==> src/rtl/mem_stage_lsu.sv <==
// rtl/mem_stage_lsu.sv - memory-stage load/store unit between EX/MEM and MEM/WB
//
// Ports:
//   clk, reset                  rising-edge clock, asynchronous active-high reset
//   ex_*                        EX/MEM bundle: result/address, store data, PC, rd and control bits
//   mem_stall                   holds EX/MEM and upstream while a data-memory access is in flight
//   dmem_req_* / dmem_addr /    valid/ready request channel (word-aligned address)
//   dmem_wdata
//   dmem_rsp_valid/_rdata       read response channel (no backpressure)
//   wb_*                        registered MEM/WB bundle, wb_valid pulses once per retired instruction
//   timeout_err                 sticky flag: a read was force-completed without a response
module mem_stage_lsu #(
    parameter int unsigned TIMEOUT_CYCLES = 255
) (
    input  logic        clk,
    input  logic        reset,
    input  logic        ex_valid,
    input  logic [31:0] ex_ALU_result,
    input  logic [31:0] ex_store_data,
    input  logic [31:0] ex_PC,
    input  logic [4:0]  ex_rd,
    input  logic        ex_regWrite,
    input  logic        ex_memRead,
    input  logic        ex_memWrite,
    input  logic        ex_memToReg,
    input  logic        ex_jump,
    output logic        mem_stall,
    output logic        dmem_req_valid,
    input  logic        dmem_req_ready,
    output logic        dmem_req_we,
    output logic [31:0] dmem_addr,
    output logic [31:0] dmem_wdata,
    input  logic        dmem_rsp_valid,
    input  logic [31:0] dmem_rsp_rdata,
    output logic        wb_valid,
    output logic [31:0] wb_ALU_result,
    output logic [31:0] wb_dmem_read_data,
    output logic [31:0] wb_PC,
    output logic [4:0]  wb_rd,
    output logic        wb_regWrite,
    output logic        wb_memToReg,
    output logic        wb_jump,
    output logic        timeout_err
);

    typedef enum logic [1:0] {
        S_IDLE     = 2'd0,
        S_REQ      = 2'd1,
        S_WAIT_RSP = 2'd2
    } state_t;

    // Counter value seen in the last permitted WAIT_RSP cycle: the counter is
    // cleared on entry, so this gives exactly TIMEOUT_CYCLES waiting cycles.
    localparam logic [7:0] CNT_LAST = 8'(TIMEOUT_CYCLES - 1);

    state_t      state_q, state_d;
    logic [7:0]  cnt_q, cnt_d;

    logic [31:0] hold_alu_q, hold_alu_d;
    logic [31:0] hold_wdata_q, hold_wdata_d;
    logic [31:0] hold_pc_q, hold_pc_d;
    logic [4:0]  hold_rd_q, hold_rd_d;
    logic        hold_regwrite_q, hold_regwrite_d;
    logic        hold_memtoreg_q, hold_memtoreg_d;
    logic        hold_we_q, hold_we_d;

    logic        wb_valid_q, wb_valid_d;
    logic [31:0] wb_alu_q, wb_alu_d;
    logic [31:0] wb_rdata_q, wb_rdata_d;
    logic [31:0] wb_pc_q, wb_pc_d;
    logic [4:0]  wb_rd_q, wb_rd_d;
    logic        wb_regwrite_q, wb_regwrite_d;
    logic        wb_memtoreg_q, wb_memtoreg_d;
    logic        wb_jump_q, wb_jump_d;
    logic        timeout_err_q, timeout_err_d;

    logic        mem_op;
    logic        complete;
    logic [31:0] complete_rdata;

    // Jump wins over memRead/memWrite: a JAL never touches data memory.
    assign mem_op = !ex_jump && (ex_memRead || ex_memWrite);

    always_comb begin
        state_d         = state_q;
        cnt_d           = cnt_q;
        hold_alu_d      = hold_alu_q;
        hold_wdata_d    = hold_wdata_q;
        hold_pc_d       = hold_pc_q;
        hold_rd_d       = hold_rd_q;
        hold_regwrite_d = hold_regwrite_q;
        hold_memtoreg_d = hold_memtoreg_q;
        hold_we_d       = hold_we_q;
        wb_valid_d      = 1'b0;
        wb_alu_d        = wb_alu_q;
        wb_rdata_d      = wb_rdata_q;
        wb_pc_d         = wb_pc_q;
        wb_rd_d         = wb_rd_q;
        wb_regwrite_d   = wb_regwrite_q;
        wb_memtoreg_d   = wb_memtoreg_q;
        wb_jump_d       = wb_jump_q;
        timeout_err_d   = timeout_err_q;
        mem_stall       = 1'b0;
        dmem_req_valid  = 1'b0;
        complete        = 1'b0;
        complete_rdata  = 32'd0;

        case (state_q)
            S_IDLE: begin
                if (ex_valid) begin
                    if (mem_op) begin
                        hold_alu_d      = ex_ALU_result;
                        hold_wdata_d    = ex_store_data;
                        hold_pc_d       = ex_PC;
                        hold_rd_d       = ex_rd;
                        hold_regwrite_d = ex_regWrite;
                        hold_memtoreg_d = ex_memToReg;
                        // Read+write together is treated as a plain read.
                        hold_we_d       = ex_memWrite && !ex_memRead;
                        mem_stall       = 1'b1;
                        state_d         = S_REQ;
                    end else begin
                        wb_valid_d    = 1'b1;
                        wb_alu_d      = ex_ALU_result;
                        wb_rdata_d    = 32'd0;
                        wb_pc_d       = ex_PC;
                        wb_rd_d       = ex_rd;
                        wb_regwrite_d = ex_regWrite;
                        wb_memtoreg_d = ex_memToReg;
                        wb_jump_d     = ex_jump;
                    end
                end
            end
            S_REQ: begin
                dmem_req_valid = 1'b1;
                mem_stall      = 1'b1;
                if (dmem_req_ready) begin
                    if (hold_we_q) begin
                        complete = 1'b1;
                    end else begin
                        cnt_d   = 8'd0;
                        state_d = S_WAIT_RSP;
                    end
                end
            end
            S_WAIT_RSP: begin
                mem_stall = 1'b1;
                cnt_d     = cnt_q + 8'd1;
                // A response in the limit cycle beats the timeout.
                if (dmem_rsp_valid) begin
                    complete       = 1'b1;
                    complete_rdata = dmem_rsp_rdata;
                end else if (cnt_q == CNT_LAST) begin
                    complete      = 1'b1;
                    timeout_err_d = 1'b1;
                end
            end
            default: begin
                state_d = S_IDLE;
            end
        endcase

        // The completion cycle drops the stall so upstream advances on the
        // same edge that loads MEM/WB.
        if (complete) begin
            mem_stall     = 1'b0;
            state_d       = S_IDLE;
            wb_valid_d    = 1'b1;
            wb_alu_d      = hold_alu_q;
            wb_rdata_d    = complete_rdata;
            wb_pc_d       = hold_pc_q;
            wb_rd_d       = hold_rd_q;
            wb_regwrite_d = hold_regwrite_q;
            wb_memtoreg_d = hold_memtoreg_q;
            wb_jump_d     = 1'b0;
        end
    end

    always_ff @(posedge clk or posedge reset) begin
        if (reset) begin
            state_q         <= S_IDLE;
            cnt_q           <= 8'd0;
            hold_alu_q      <= 32'd0;
            hold_wdata_q    <= 32'd0;
            hold_pc_q       <= 32'd0;
            hold_rd_q       <= 5'd0;
            hold_regwrite_q <= 1'b0;
            hold_memtoreg_q <= 1'b0;
            hold_we_q       <= 1'b0;
            wb_valid_q      <= 1'b0;
            wb_alu_q        <= 32'd0;
            wb_rdata_q      <= 32'd0;
            wb_pc_q         <= 32'd0;
            wb_rd_q         <= 5'd0;
            wb_regwrite_q   <= 1'b0;
            wb_memtoreg_q   <= 1'b0;
            wb_jump_q       <= 1'b0;
            timeout_err_q   <= 1'b0;
        end else begin
            state_q         <= state_d;
            cnt_q           <= cnt_d;
            hold_alu_q      <= hold_alu_d;
            hold_wdata_q    <= hold_wdata_d;
            hold_pc_q       <= hold_pc_d;
            hold_rd_q       <= hold_rd_d;
            hold_regwrite_q <= hold_regwrite_d;
            hold_memtoreg_q <= hold_memtoreg_d;
            hold_we_q       <= hold_we_d;
            wb_valid_q      <= wb_valid_d;
            wb_alu_q        <= wb_alu_d;
            wb_rdata_q      <= wb_rdata_d;
            wb_pc_q         <= wb_pc_d;
            wb_rd_q         <= wb_rd_d;
            wb_regwrite_q   <= wb_regwrite_d;
            wb_memtoreg_q   <= wb_memtoreg_d;
            wb_jump_q       <= wb_jump_d;
            timeout_err_q   <= timeout_err_d;
        end
    end

    assign dmem_req_we       = hold_we_q;
    assign dmem_addr         = {hold_alu_q[31:2], 2'b00};
    assign dmem_wdata        = hold_wdata_q;
    assign wb_valid          = wb_valid_q;
    assign wb_ALU_result     = wb_alu_q;
    assign wb_dmem_read_data = wb_rdata_q;
    assign wb_PC             = wb_pc_q;
    assign wb_rd             = wb_rd_q;
    assign wb_regWrite       = wb_regwrite_q;
    assign wb_memToReg       = wb_memtoreg_q;
    assign wb_jump           = wb_jump_q;
    assign timeout_err       = timeout_err_q;

endmodule
==> config.mk <==
export PLATFORM = sky130hd
export DESIGN_NAME = mem_stage_lsu
export DESIGN_NICKNAME = d
export VERILOG_FILES = /design/src/rtl/mem_stage_lsu.sv
export SDC_FILE = /design/constraint.sdc
export NUM_CORES = 1
export LEC_CHECK = 0
export ABC_AREA = 1
export CORE_MARGIN = 5
export CORE_UTILIZATION = 25
export CTS_BUF_LIST = sky130_fd_sc_hd__clkbuf_2
export DETAILED_ROUTE_END_ITERATION = 8
export PLACE_DENSITY = 0.5
export SYNTH_ARGS = -nofsm -noshare
export SYNTH_HDL_FRONTEND = slang
export SYNTH_SLANG_ARGS = --single-unit
==> constraint.sdc <==
create_clock -name clk -period 12.3 [get_ports clk]
set_input_delay 2.46 -clock clk [delete_from_list [all_inputs] [get_ports clk]]
set_output_delay 2.46 -clock clk [all_outputs]
set_load 0.02 [all_outputs]
# Word-level counts from Yosys, hierarchy flattened
# Cells that the tools add are included.
# word_totals
elab_cells,99
reg_bits,220
# classes
bitwise_logic,1
addsub,1
n_reduce_logical,15
eq_ne,11
mux,53
# ops
cell,n
$mux W32,14
$mux W1,24
$mux W5,4
$mux W8,2
$pmux W8 S2,1
$ne A3 B3 Y1 const B,4
$reduce_and A3 Y1,4
$mux W2,5
$add A8 B1 Y8 const B,1
$eq A8 B8 Y1 const B,1
$ne A2 B2 Y1 const B,3
$pmux W2 S3,1
$reduce_bool A2 Y1,3
$reduce_and A5 Y1,1
$pmux W1 S2,2
$eq A2 B1 Y1 const B,1
$eq A2 B2 Y1 const B,1
$logic_and A1 B1 Y1,2
$logic_not A1 Y1,2
$logic_not A2 Y1,1
$ne A2 B1 Y1 const B,1
$reduce_or A2 Y1,1
$logic_or A1 B1 Y1,1
$not A1 Y1,1

# Logic depth before layout (Yosys ltp)
# Gate-level depths: netlist (run 1).
# depth
depth_word,6
ltp_mapped,11
mapped_depth_nobuf,10

# Worst setup path before layout (run 1)
# OpenSTA, ideal clock, no wires.
# synth_timing
path_type,input-to-output
from,in dmem_req_ready
to,out mem_stall
cell_stages,9
path_buffers,2
setup_slack_ns,6.422
t_arrival_ns,3.418
cell_sequence,nand3_1 nand2_1 inv_1 nand2_4 nand2_4 buf_6 buf_6 nand2_1 nor2_1
# synth_via
elab_chain_cells,3
# synth_rtl
item,line,source
start: declaration,29,"input logic dmem_req_ready,"
$mux W1,137,if (dmem_req_ready) begin
$pmux W1 S2,108,case (state_q)
$mux W1,165,if (complete) begin
end: declaration,27,"output logic mem_stall,"
# No other way between the ends.

# Final worst setup path (run 1)
# layout_timing
from,in dmem_rsp_valid
to,out mem_stall
# layout_via
elab_chain_cells,3
# layout_rtl
item,line,source
start: declaration,33,"input logic dmem_rsp_valid,"
$mux W1,150,if (dmem_rsp_valid) begin
$pmux W1 S2,108,
$mux W1,165,
# No other way between the ends.

==> results of run 1 <==
flip-flops by register name, indices dropped and copies added, names as in the netlist:
signal,count
cnt_q,8
dmem_req_we,1
dmem_wdata,32
hold_alu_q,32
hold_memtoreg_q,1
hold_pc_q,32
hold_rd_q,5
hold_regwrite_q,1
state_q,2
timeout_err,1
wb_ALU_result,32
wb_PC,32
wb_dmem_read_data,32
wb_jump,1
wb_memToReg,1
wb_rd,5
wb_regWrite,1
wb_valid,1
layout make-up:
cell class	instances	area, um^2	share of cell area [%]
tap	532	665.6	4.715
clock inverter	20	102.6	0.7268
antenna	2	5.005	0.03545
sequential	220	5505	39.00
inverter	93	356.6	2.526
timing repair buffer	323	3208	22.73
multi-input combinational	855	3797	26.90
clock buffer	95	475.5	3.368
routing by layer:
metal	vias up	wire length [um]	track usage (%)
met5	-	11	0
met4	2	984	6.444
met3	62	2411	4.143
met2	295	16940	24.46
met1	4474	15400	19.78
li1	4624	-	-
cell families after synthesis:
logic type | Yosys count | synth area share [%]
simple gates | 761 | 31.35
flops | 220 | 53.51
buf+inv | 211 | 10.07
compound gates | 85 | 4.183
fa+ha+maj | 7 | 0.8512
other cells | 1 | 0.03645
worst register-to-register path, delay by kind of cell (launching register included):
| kind | cells | cell delay [ps] |
|---|---|---|
| AND/OR/NAND/NOR | 8 | 2040 |
| buffers and inverters | 2 | 930 |
| flip-flops | 1 | 430 |
| adder cells (fa/ha/maj) | 1 | 370 |
cell usage after synthesis, types with 2 or more instances:
cell type,count,area (um^2)
a21oi_1,3,15.01
buf_1,4,15.01
buf_2,36,180.2
buf_4,33,247.7
buf_6,10,112.6
clkbuf_1,35,131.4
dfrtp_1,220,5505
ha_1,7,87.58
inv_1,92,345.3
nand2_1,485,1821
nand2_4,2,22.52
nand3_1,254,1271
nand4_1,5,31.28
nor2_1,9,33.78
o21ai_0,79,395.4
o21bai_1,2,15.01
cells in the final DEF, fill, tap and decap left out:
| cell type | synthesis | layout |
|---|---|---|
| a21oi_1 | 3 | 3 |
| buf_4 | 33 | 10 |
| bufinv_16 | 0 | 1 |
| clkbuf_2 | 0 | 95 |
| clkdlybuf4s50_1 | 0 | 313 |
| clkinv_1 | 0 | 14 |
| clkinv_2 | 0 | 1 |
| conb_1 | 1 | 2 |
| dfrtp_1 | 220 | 220 |
| diode_2 | 0 | 2 |
| ha_1 | 7 | 6 |
| ha_4 | 0 | 1 |
| inv_1 | 92 | 91 |
| inv_2 | 1 | 5 |
| inv_8 | 0 | 1 |
| nand2_1 | 485 | 484 |
| nand2_2 | 1 | 1 |
| nand2_4 | 2 | 2 |
| nand2_8 | 0 | 1 |
| nand3_1 | 254 | 254 |
| nand3_2 | 1 | 1 |
| nand3b_1 | 1 | 1 |
| nand4_1 | 5 | 5 |
| nor2_1 | 9 | 9 |
| nor2_2 | 1 | 1 |
| nor3_4 | 0 | 1 |
| o21ai_0 | 79 | 79 |
| o21ai_4 | 0 | 1 |
| o21bai_1 | 2 | 2 |
| or2_2 | 1 | 1 |
path summary, 6_finish.rpt:
kind / startpoint / to / slack, ps / depth (start not counted)
worst max-delay path: dmem_rsp_valid / mem_stall / 4440 / 9
worst min-delay path: dmem_wdata[15] / dmem_wdata[15] / 480 / 2
worst max register to register: state_q[0] / wb_PC[0] / 8410 / 11
worst min register to register: dmem_wdata[15] / dmem_wdata[15] / 480 / 2
max in group asynchronous: reset / dmem_wdata[11] / 8480 / 3
min in group asynchronous: reset / wb_dmem_read_data[23] / 2130 / 2
metrics by stage:
stage | instances | area, um^2 | total power, mW
2_1_floorplan | 1286 | 10290 | 2.368
3_3_place_gp | 2023 | 13530 | 3.169
3_5_place_dp | 2023 | 13530 | 3.190
4_1_cts | 2138 | 14110 | 3.798
5_1_grt | 2140 | 14120 | 4.021
6_report | 2140 | 14120 | 3.723
power by group through the flow:
stage / Combinational (mW) / Clock (mW) / Sequential [mW]
global route: 2.08 / 0.646 / 1.29
floorplan: 0.869 / 0 / 1.50
finish: 1.90 / 0.569 / 1.25
CTS: 1.94 / 0.608 / 1.25
global placement: 1.91 / 0 / 1.26
detailed placement: 1.93 / 0 / 1.26
==> metrics.txt, run 1 <==
Comb pwr share=51.1%; GPL Wtd Cong=0.7562; DRC=0; PnR worst setup slack=approximately 4400 ps; fin crit share=63.91%; DRT iter0 DRCs=532; Synth Instances=between 1000 and 1500; clk_lat worst skew=between 800 and 900 ps; Yosys reg bits=220; worst-path maximum fanout=between 100 and 150; Slew @ Worst Pin=roughly 1100 ps; Async SR Flop Fraction=between 90% and 100%; combined global-route utilization of all metal layers=15.35%; core box area=around 41000 um^2; # setup viols final=0; CP bufs+invs=3; Area Overhead vs Synth=37.20%; Clock Skews=41.78 ps; CTS sink count=220; Die Span X=212.9 um; Critical Path RT=9840 ps; CP max stage delay=approximately 700 ps; unrepaired setup endpoints after global routing=no; hold_buf cts=0; Slew Viols, Final=0; Die Ht=212.9 um; Seq/Total Area, Yosys=53.51%; nets=roughly 1700; CP most frequent cell=nand2_1; Distinct cells, synth=25; Max clock buf depth=3; Warnings, synthesis=0; IO buf count=~310; FMAX=0.1272 GHz; critical-path cell list=clkdlybuf4s50_1 -> nand2_1 -> nand2_1 -> inv_1 -> nand2_4 -> nand2_8 -> nand2_1 -> nor2_1 -> clkdlybuf4s50_1; largest net degree at the start of global routing=111; vias in the first global route=approximately 9600; minimum clock period=7861 ps; die area=45310 um^2; Arr. time, crit path=5400 ps; DR vias=9457; Num CTS Buffers=69; first drt pass iteration count=5; CTS Root Cell=clkbuf_2; H-tree depth=3; gr ovfl total=0; Worst slew margin=28.47%; Sequential Power Share=33.6%; Final Util=34.65%; Pint=2.059 mW; # Max-Cap Violations=0; CTS tree=done; Post-synth EDFFs=0; Crit path max-delay family=simple AND/OR/NAND/NOR gates; switching power=1.663 mW; Net Sw Frac=44.68%; pre-CTS setup slack=roughly 4400 ps; Initial Utilization=25.25%; Core Rows=74; clock network fraction of total power=15.3%; Resized Gates After CTS=0; post-DP HPWL=roughly 22 mm; Fin. Hold Viols=0; global-route wire length before repair=between 50 and 60 mm; CTS clk-pin slew, worst paths=~80 ps; WS Path Type=in2out; DRT Wirelength=35.75 mm; Setup Fix Bufs, Post-CTS=0; fill count=4326; Mapped Area=10290 um^2; top_reg_cell synth=dfrtp_1; share of post-route cells with drive strength above 1=7.659%; Mean Syn Cell Area=approximately 8 um^2; hold slack final=481.8 ps; Antenna Nets Post-Route=0; CP max stage cell=nand2_4; Cell Pwr Density=263.7 nW/um^2; Setup TNS=0 ps; DR WL/cell=16.70 um; status=completed; Critical Path End Type=output pin; CP startpoint kind=input port; DR vias/cell=4.419; Hold WC Path Type=reg2reg; P_leak=between 6 and 7 nW; worst ir drop on vdd=175.2 uV; antenna violations before repair=3; io pins=316
Power figures use the tool's default switching activity.
==> run 2: changes to the inputs <==
- clock period: 12.3 -> 7.7 ns (I/O delays scaled with it)
==> run 2 against run 1 <==
Effect of this change:
- sequential share of layout area fell by 0.13 points
- first-iteration DRC count shrank 0.75%
- global-route usage is 0.25 points higher
- clock-buffer cell count is 7 higher
- critical path type unchanged
==> metrics.txt, run 2 (synthesized netlist as in run 1, its figures left out) <==
status=completed; Clock Skews=57.51 ps (+15.73 ps); antenna violations before repair=4 (+1); CP bufs+invs=3 (unchanged); CP most frequent cell=nand2_1; GPL Wtd Cong=0.7780 (+2.9%); Pwr Total=6.013 mW (+62%); Crit path max-delay family=simple AND/OR/NAND/NOR gates; Net Sw Frac=44.46% (-0.22 points); # setup viols final=0 (unchanged); Arr. time, crit path=4490 ps (-910 ps); WS Path Type=in2out; Die Ht=212.9 um (unchanged); fill count=4355 (+0.67%); hold_buf cts=0 (unchanged); IO buf count=313 (unchanged); Area Overhead vs Synth=37.67%; first drt pass iteration count=4 (-1); DR WL/cell=16.87 um (+0.97%); P_leak=6.973 nW (+0.48%); Fin. Hold Viols=0 (unchanged); Max clock buf depth=3 (unchanged); Setup Fix Bufs, Post-CTS=0 (unchanged); nets=1711 (-0.058%); critical-path cell list=clkdlybuf4s50_1 -> nand2_1 -> nand2_1 -> inv_1 -> nand2_4 -> nand2_8 -> nand2_1 -> nor2_1 -> clkdlybuf4s50_1; Resized Gates After CTS=0 (unchanged); core box area=40740 um^2 (unchanged); CP max stage cell=nand2_4; io pins=316 (unchanged); Antenna Nets Post-Route=0 (unchanged); Worst slew margin=22.11% (-6.4 points); Slew Viols, Final=0 (unchanged); vias in the first global route=9597 (-0.23%); Critical Path End Type=output pin; worst ir drop on vdd=253.1 uV (+45%); combined global-route utilization of all metal layers=15.60% (+0.25 points); post-DP HPWL=22.24 mm (about the same); worst-path maximum fanout=94 (-7.8%); CTS clk-pin slew, worst paths=90 ps (about the same); Cell Pwr Density=424.5 nW/um^2 (+61%); most common cell after layout, fill and taps aside=nand2_1; DRC=0 (unchanged); share of post-route cells with drive strength above 1=8.075% (+0.42 points); largest net degree at the start of global routing=97 (-13%); Comb pwr share=50.4% (-0.7 points); DRT iter0 DRCs=528 (-0.75%); CP max stage delay=720 ps (+20 ps); gr ovfl total=0 (unchanged); CP startpoint kind=input port; Sequential Power Share=33.3% (-0.3 points); minimum clock period=6035 ps; Hold WC Path Type=reg2reg; clk_lat worst skew=890 ps (+20 ps); CTS sink count=220 (unchanged); unrepaired setup endpoints after global routing=no; Pint=3.340 mW (+62%); DRT Wirelength=36.14 mm (+1.1%); global-route wire length before repair=55.52 mm (+0.74%); clock network fraction of total power=16.2% (+0.9 points); die area=45310 um^2 (unchanged); Initial Utilization=25.25% (unchanged); CTS Root Cell=clkbuf_2; DR vias=9493 (+0.38%); Core Rows=74 (unchanged); commonest non-fill, non-tap cells in the layout=nand2_1 (484), clkdlybuf4s50_1 (313), nand3_1 (254); Num CTS Buffers=68 (-1.4%); CTS tree=done; fin crit share=78.37%; Die Span X=212.9 um (unchanged); Slew @ Worst Pin=1167 ps (+94.00 ps); hold slack final=477.5 ps (-4.320 ps); DR vias/cell=4.430 (+0.24%); Final Util=34.77% (+0.12 points); # Max-Cap Violations=0 (unchanged); switching power=2.673 mW (+61%); Critical Path RT=6160 ps (-3680 ps); Setup TNS=0 ps (unchanged); H-tree depth=3 (unchanged); FMAX=0.1657 GHz
run 2: cell types whose count changed in the layout (fill, tap and decap cells not counted):
cell       previous run  this run
clkbuf_2             95       102
bufinv_16             1         2
diode_2               2         1
clkinv_1             14        11
clkinv_2              1         2
inv_2                 5         3
run 2: worst register-to-register path, stage by stage (launching register included):
cell and delay (ps):
dfrtp_1 430, inv_1 120, ha_1 380, nand2_1 150, nor2_1 40, nand2_1 110
nand2_4 550, nand2_8 720, buf_4 800, nand2_1 230, nand2_1 100, nand2_1 50
run 2: area by class of cell:
| class | instances | area, um^2 | area share (%) |
|---|---|---|---|
| flip-flops and latches | 220 | 5505 | 38.87 |
| diodes | 1 | 2.502 | 0.01767 |
| multi-input cells | 855 | 3797 | 26.81 |
| well taps | 532 | 665.6 | 4.699 |
| clock buffers | 102 | 510.5 | 3.604 |
| inverters | 93 | 356.6 | 2.517 |
| clock inverters | 17 | 118.9 | 0.8392 |
| repair buffers | 323 | 3208 | 22.65 |
run 2: path summary, 6_finish.rpt:
kind / slack [ps] / startpoint / depth (start not counted) / to
hold / removal: 480 / timeout_err / 1 / timeout_err
setup reg to reg: 3910 / state_q[0] / 11 / wb_PC[8]
max in group asynchronous: 5060 / reset / 3 / wb_ALU_result[9]
min in group asynchronous: 1090 / reset / 2 / dmem_wdata[18]
hold reg to reg: 480 / timeout_err / 1 / timeout_err
setup / recovery: 1670 / dmem_rsp_valid / 9 / mem_stall
run 2: per-layer routing:
metal / track usage (%) / routed length (um) / up-vias
met1: 20.08 / 15530 / 4519
li1: - / - / 4631
met3: 4.276 / 2295 / 65
met5: 0 / 45 / -
met2: 25.06 / 17300 / 272
met4: 6.091 / 975 / 6
run 2: stage by stage:
| stage | std cells | instance area, um^2 | setup WS (ps) |
|---|---|---|---|
| 3_3_place_gp | 2023 | 13530 | 1575 |
| 3_5_place_dp | 2023 | 13530 | 1580 |
| 2_1_floorplan | 1286 | 10290 | 138.9 |
| 6_report | 2143 | 14160 | 1665 |
| 4_1_cts | 2142 | 14160 | 1392 |
| 5_1_grt | 2143 | 14160 | 1211 |
run 2: power by group through the flow:
stage	registers [mW]	logic [mW]	clock network, mW
final	2.00	3.03	0.975
after global routing	2.07	3.32	1.10
after CTS	2.01	3.09	1.04
after detailed placement	2.03	3.08	0
after global placement	2.02	3.05	0
after floorplan	2.40	1.39	0
==> run 3: changes to the inputs <==
- PLACE_DENSITY: 0.5 -> 0.52
- clock period: 7.7 -> 4.9 ns (I/O delays scaled with it)
==> run 3 against run 2 <==
Effect of this change:
- global-route usage decreased by 0.12 points
- clock-buffer cell count down 12
- flip-flop and latch count did not move
- first-iteration DRC count rose by 10%
- final cell count is 0.56% lower
- core utilization down 0.11 points
- power is 55% higher
==> metrics.txt, run 3 (synthesized netlist as in run 1, its figures left out) <==
first drt pass iteration count=5 (+1); H-tree depth=3 (unchanged); DR vias=9471 (-0.23%); Num CTS Buffers=70 (+2.9%); Hold WC Path Type=reg2reg; Antenna Nets Post-Route=0 (unchanged); CTS tree=done; Arr. time, crit path=3050 ps (-1440 ps); worst ir drop on vdd=268.1 uV (+5.9%); die area=45310 um^2 (unchanged); # setup viols final=0 (unchanged); CP max stage delay=550 ps (-170 ps); Slew @ Worst Pin=1124 ps (-43.41 ps); Area Overhead vs Synth=37.25%; CTS Root Cell=clkbuf_2; worst hold path stage count=1 (unchanged); minimum clock period=a little over 4000 ps; GPL Wtd Cong=0.7721 (-0.76%); io pins=316 (unchanged); Setup Fix Bufs, Post-CTS=0 (unchanged); CTS sink count=220 (unchanged); Initial Utilization=25.25% (unchanged); nets=1716 (+0.29%); Pwr Total=9.299 mW (+55%); antenna violations before repair=3 (-1); Slew Viols, Final=0 (unchanged); unrepaired setup endpoints after global routing=no; fill count=4321 (-0.78%); CP bufs+invs=2 (-1); DRT Wirelength=35.94 mm (-0.58%); Resized Gates After CTS=0 (unchanged); Cell Pwr Density=658.5 nW/um^2 (+55%); Die Span X=212.9 um (unchanged); # Max-Cap Violations=0 (unchanged); most common cell after layout, fill and taps aside=nand2_1; reg2reg setup slack=1690 ps (-2220 ps); Fin. Hold Viols=0 (unchanged); Worst slew margin=25.09% (+3.0 points); Clock Skews=27.05 ps (-30.46 ps); Non-Filler Instances=2131 (-0.56%); Hold Path Sink=timeout_err; Die Ht=212.9 um (unchanged); DRC=0 (unchanged); Critical Path End Type=output pin; IO buf count=313 (unchanged); worst-path maximum fanout=12 (-87%); DR vias/cell=4.444 (+0.33%); Inst Count DP=2026 (+0.15%); Hold Startpoint=timeout_err; post-placement cell area=13590 um^2 (+0.42%); commonest non-fill, non-tap cells in the layout=nand2_1 (484), clkdlybuf4s50_1 (313), nand3_1 (254); post-DP HPWL=22.66 mm (+1.9%); clk_lat worst skew=880 ps (about the same); critical-path cell list=inv_1 -> ha_1 -> nand2_1 -> nor2_1 -> nand2_1 -> nand2_4 -> nand2_8 -> nand2_1 -> nor2_1 -> clkdlybuf4s50_1; Max clock buf depth=3 (unchanged); share of post-route cells with drive strength above 1=7.514% (-0.56 points); Critical Path RT=3920 ps (-2240 ps); design area=14120 um^2 (-0.31%); CP max stage cell=clkdlybuf4s50_1; gr ovfl total=0 (unchanged); global-route wire length before repair=55.17 mm (-0.65%); Crit path max-delay family=buffers and inverters; DRT iter0 DRCs=582 (+10%); cells on worst reg2reg path=7 (-4); fin crit share=82.34%; core box area=40740 um^2 (unchanged); hold_buf cts=0 (unchanged); vias in the first global route=9432 (-1.7%); WS Path Type=reg2out; Reg2Reg Launch Point=state_q[0]; CP startpoint kind=register; status=completed; CTS clk-pin slew, worst paths=90 ps (about the same); reg-to-reg critical path endpoint=wb_dmem_read_data[25]; P_leak=6.925 nW (-0.69%); hold slack final=479.1 ps (+1.571 ps); combined global-route utilization of all metal layers=15.49% (-0.12 points); DR WL/cell=16.86 um (about the same); FMAX=0.2479 GHz; largest net degree at the start of global routing=132 (+36%); Core Rows=74 (unchanged); CP most frequent cell=nand2_1; Setup TNS=0 ps (unchanged)
[run 3: changes by cell type in the layout (fill, tap and decap cells not counted)]
cell / delta
clkinvlp_4: +1
clkbuf_2: -12
inv_8: -1
buf_12: +3
diode_2: +1
clkinv_2: -1
clkinv_1: -3
bufinv_16: -1
inv_2: +1
[run 3: report_power, final]
group	internal (mW)	switching, mW
clock	0.539	0.819
sequential	2.68	0.457
combinational	1.94	2.86
[run 3: per-layer routing]
layer	global-route usage (%)	vias up	share of wire, %
li1	-	4620	-
met1	20.44	4523	43
met2	24.17	263	48
met3	4.246	63	6.2
met4	6.224	2	2.4
met5	0	-	0.019
[run 3: per-stage QoR]
| stage | setup WS (ps) | util (%) |
|---|---|---|
| 2_1_floorplan | 1052 | - |
| 3_5_place_dp | 871.2 | 33.36 |
| 4_1_cts | 641.6 | 34.65 |
| 3_3_place_gp | 856.6 | 33.36 |
| 5_1_grt | 506.7 | 34.66 |
| 6_report | 865.6 | 34.66 |
[run 3: worst max path at each step]
stage | start | to | slack [ps] | depth (start not counted)
final | state_q[0] | mem_stall | 870 | 10
after global routing | state_q[0] | mem_stall | 510 | 10
after CTS | state_q[0] | mem_stall | 640 | 10
after detailed placement | ex_memWrite | mem_stall | 870 | 8
after global placement | ex_memWrite | mem_stall | 860 | 8
after floorplan | reset | cnt_q[0] | 1050 | 1
[run 3: cell type report]
cell class	instances	area, um^2	share of cell area [%]
clock inverters	13	76.32	0.5405
well taps	532	665.6	4.714
inverters	93	352.8	2.499
multi-input cells	855	3797	26.89
clock buffers	90	450.4	3.190
flip-flops and latches	220	5505	38.99
diodes	2	5.005	0.03544
repair buffers	326	3268	23.14
==> edit 1, RTL diff (settings of run 3) <==
Take the reset off `hold_alu_q` and load it in a clocked block of its own.
--- a/src/rtl/mem_stage_lsu.sv
+++ b/src/rtl/mem_stage_lsu.sv
@@ -182,3 +182,2 @@
             cnt_q           <= 8'd0;
-            hold_alu_q      <= 32'd0;
             hold_wdata_q    <= 32'd0;
@@ -201,3 +200,2 @@
             cnt_q           <= cnt_d;
-            hold_alu_q      <= hold_alu_d;
             hold_wdata_q    <= hold_wdata_d;
@@ -220,2 +218,6 @@
 
+    always_ff @(posedge clk) begin
+        hold_alu_q <= hold_alu_d;
+    end
+
     assign dmem_req_we       = hold_we_q;
Behaviour: not the same (Yosys sat finds a counterexample within 4 cycles, from zero or initial values and one cycle with reset high).
==> edit 1 against run 3 <==
- worst hold slack worse by 0.0046 ns
- routed wire length down 7.6%
- area after synthesis down 2.2%
- cell area decreased by 0.50%
- worst setup slack worse by 0.10 ns
- sequential cell count unchanged
- total power is 3.9% lower
- utilization grew 0.70 points
- sequential power shrank 4%
- critical endpoint unchanged
- highest routed layer unchanged
==> edit 1: results (changes against run 3) <==
metric,value,unit,change
layout-drive-gt1-share,0.0826,,was 0.0751
p_clk,1.47,mW,was 1.36 mW
placed_cells_incl_taps,1948,,was 2026
synth_compound_area_frac,0.0280,,was 0.0418
place_area,0.0134,mm^2,was 0.0136 mm^2
clock_buffers,96,,was 90
wl_met1,14900,um,was 15600 um
grt_pass1_wl,52800,um,was 55200 um
track_usage,0.148,,was 0.155
pre_cts_ws,0.870,ns,was 0.871 ns
critPathArrivalTime,3.16,ns,was 3.05 ns
non_clock_buffer_area_share,0.233,,was 0.231
synth.avg_cell_area,8.32,um^2,was 8.01 um^2
dp_hpwl,20800,um,was 22700 um
comb_power_share,0.497,,was 0.516
num-multi-input-gates,789,,was 855
ir_drop,285,uV,was 268 uV
intPower,5.04,mW,was 5.16 mW
final_cells,2065,,was 2131
drt-total-wl,33200,um,was 35900 um
synth_edf_count,32,,was 0
clock_area_frac,0.0432,,was 0.0373
seq_area_frac_synth,0.563,,was 0.535
buffers_excl_clock,325,,was 326
cts_setup_buffers,0,,unchanged
met1_usage,0.195,,was 0.204
register_area,0.00567,mm^2,was 0.00551 mm^2
synth_fa_ha_area_frac,0.00871,,was 0.00851
n_fill_cell,4166,,was 4321
synthTopCellsByCount,"451 x nand2_1, 254 x nand3_1, 188 x dfrtp_1",,"was 485 x nand2_1, 254 x nand3_1, 220 x dfrtp_1"
status,finished clean,,unchanged
synth.area.top_cells,"dfrtp_1 47%, nand2_1 17%, nand3_1 13%",,"was dfrtp_1 54%, nand2_1 18%, nand3_1 12%"
drtIter0Drc,412,,was 582
worst_pin_slew,1.02,ns,was 1.12 ns
crit_fanout,12,,unchanged
multi_input_area_share,0.250,,was 0.269
place_congestion,0.743,,was 0.772
final.setup_skew,0.0938,ns,was 0.0270 ns
num-nonclk-inverters,89,,was 93
die-area,0.0444,mm^2,was 0.0453 mm^2
via_per_inst,4.37,,was 4.44
cpPeakStageDelay,0.75,ns,was 0.55 ns
met3RoutedLength,2250,um,was 2210 um
p_leak,6.82,nW,was 6.93 nW
cts_buffers,66,,was 70
async_flop_share,0.855,,was 1.00
power_density,636,mW/mm^2,was 659 mW/mm^2
grt_pass1_vias,9275,,was 9432
use_met3,0.0426,,was 0.0425
wl_met2,15200,um,was 17300 um
nets,1641,,was 1716
synth.distinct_cells,23,,was 25
clk_latency,0.90,ns,was 0.88 ns
-- edit 1: cell count changes after synthesis, sizes merged, moves of 4 or more --
cell	change
nand2	-34
o21ai	-33
dfrtp	-32
edfxtp	+32
buf	-5
inv	-4
-- edit 1: worst paths after layout --
kind | start | end | slack, ns | cells after the start
min | dmem_wdata[19]$_DFFE_PP0P_ | dmem_wdata[19]$_DFFE_PP0P_ | 0.47 | 2
max reg2reg | state_q[0]$_DFFE_PP0P_ | wb_PC[7]$_DFFE_PP0P_ | 1.79 | 8
max | state_q[0]$_DFFE_PP0P_ | mem_stall | 0.76 | 8
max in group asynchronous | reset | wb_PC[31]$_DFFE_PP0P_ | 3.30 | 3
min reg2reg | dmem_wdata[19]$_DFFE_PP0P_ | dmem_wdata[19]$_DFFE_PP0P_ | 0.47 | 2
min in group asynchronous | reset | dmem_wdata[24]$_DFFE_PP0P_ | 0.65 | 2
==> edit 2, RTL diff (flow settings as in run 3) <==
Made on the original files. Set the parameter `TIMEOUT_CYCLES` to 191 (it was 255).
--- a/src/rtl/mem_stage_lsu.sv
+++ b/src/rtl/mem_stage_lsu.sv
@@ -12,3 +12,3 @@
 module mem_stage_lsu #(
-    parameter int unsigned TIMEOUT_CYCLES = 255
+    parameter int unsigned TIMEOUT_CYCLES = 191
 ) (
Check against the original RTL: same outputs for any inputs over 4 cycles, from zero or initial values and one cycle with reset high; that may be too few to reach the edited logic, so the function may still have changed.
==> edit 2 against run 3 <==
- routed wire length decreased by 11%
- fmax fell by 6.3%
- sequential cell count stayed put
- clock power up 9.6%
- synthesized cell count decreased by 6.3%
- final cell count fell by 3.7%
- total power is 12% lower
- area after synthesis fell by 2.4%
- register-to-register slack improved by 0.29 ns
- cell area is 1.2% lower
- worst setup slack got worse by 0.27 ns
- critical path type unchanged
- largest cell class unchanged
- largest power group unchanged
==> edit 2: results (changes against run 3) <==
metric,value,unit,change
synth.area.top_cells,"dfrtp_1 55%, nand3_1 13%, nand2_1 10%",,"was dfrtp_1 54%, nand2_1 18%, nand3_1 12%"
synth_fa_ha_area_frac,0.00872,,was 0.00851
reg2reg_to,hold_alu_q[29]$_DFFE_PP0P_,,was wb_dmem_read_data[25]$_DFFE_PP0P_
comb_power_share,0.452,,was 0.516
hold_ws,0.472,ns,was 0.479 ns
crit_fanout,34,,was 12
place_area,0.0133,mm^2,was 0.0136 mm^2
r2r_slack,1.98,ns,was 1.69 ns
dp_hpwl,20800,um,was 22700 um
met3RoutedLength,3100,um,was 2210 um
synth.avg_cell_area,8.34,um^2,was 8.01 um^2
critPathArrivalTime,3.32,ns,was 3.05 ns
p_sw,3.43,mW,was 4.14 mW
cts_buffers,67,,was 70
met1_usage,0.176,,was 0.204
timing.slew.headroom,0.309,,was 0.251
grt_max_degree,99,,was 132
nets,1638,,was 1716
status,finished clean,,unchanged
seq_area_frac_synth,0.548,,was 0.535
placed_cells_incl_taps,1944,,was 2026
pre_cts_ws,0.998,ns,was 0.871 ns
wl_met1,13600,um,was 15600 um
clk_latency,0.90,ns,was 0.88 ns
drt-total-wl,31800,um,was 35900 um
use_met3,0.0637,,was 0.0425
p_clk,1.49,mW,was 1.36 mW
clock_area_frac,0.0433,,was 0.0373
grt.met2_usage,0.213,,was 0.242
num-nonclk-inverters,125,,was 93
track_usage,0.141,,was 0.155
synthTopCellsByCount,"271 x nand2_1, 254 x nand3_1, 220 x dfrtp_1",,"was 485 x nand2_1, 254 x nand3_1, 220 x dfrtp_1"
drtIter0Drc,464,,was 582
clock_buffers,86,,was 90
n_antenna_cell,5,,was 2
fmax,232,MHz,was 248 MHz
grt_pass1_vias,9100,,was 9432
grt_pass1_wl,50300,um,was 55200 um
synth_mux_area_frac,0,,unchanged
layout-drive-gt1-share,0.0775,,was 0.0751
worstRegToRegCells,9,,was 7
place_congestion,0.749,,was 0.772
num-multi-input-gates,748,,was 855
multi_input_area_share,0.247,,was 0.269
final.setup_skew,0.0643,ns,was 0.0270 ns
ir_drop,279,uV,was 268 uV
cpPeakStageDelay,0.69,ns,was 0.55 ns
cp_top_family,buffers and inverters,,unchanged
final_cells,2053,,was 2131
via_count,8981,,was 9471
non_clock_buffer_area_share,0.233,,was 0.231
synth_compound_area_frac,0.0604,,was 0.0418
die-area,0.0443,mm^2,was 0.0453 mm^2
[edit 2: changes by cell type after synthesis, moves of 4 or more]
cell / run 3 / this run
buf_2: 36 / 26
clkbuf_1: 35 / 39
inv_1: 92 / 123
nand2_1: 485 / 271
nor2_1: 9 / 80
o21ai_0: 79 / 31
o21ai_1: 1 / 81
[edit 2: worst min-delay path by stage]
stage	startpoint	endpoint	cells past startpoint
2_1_floorplan	hold_alu_q[0]$_DFFE_PP0P_	hold_alu_q[0]$_DFFE_PP0P_	2
6_report	dmem_wdata[8]$_DFFE_PP0P_	dmem_wdata[8]$_DFFE_PP0P_	2
3_3_place_gp	dmem_wdata[8]$_DFFE_PP0P_	dmem_wdata[8]$_DFFE_PP0P_	2
3_5_place_dp	dmem_wdata[8]$_DFFE_PP0P_	dmem_wdata[8]$_DFFE_PP0P_	2
4_1_cts	ex_store_data[28]	dmem_wdata[28]$_DFFE_PP0P_	3
5_1_grt	ex_store_data[3]	dmem_wdata[3]$_DFFE_PP0P_	3
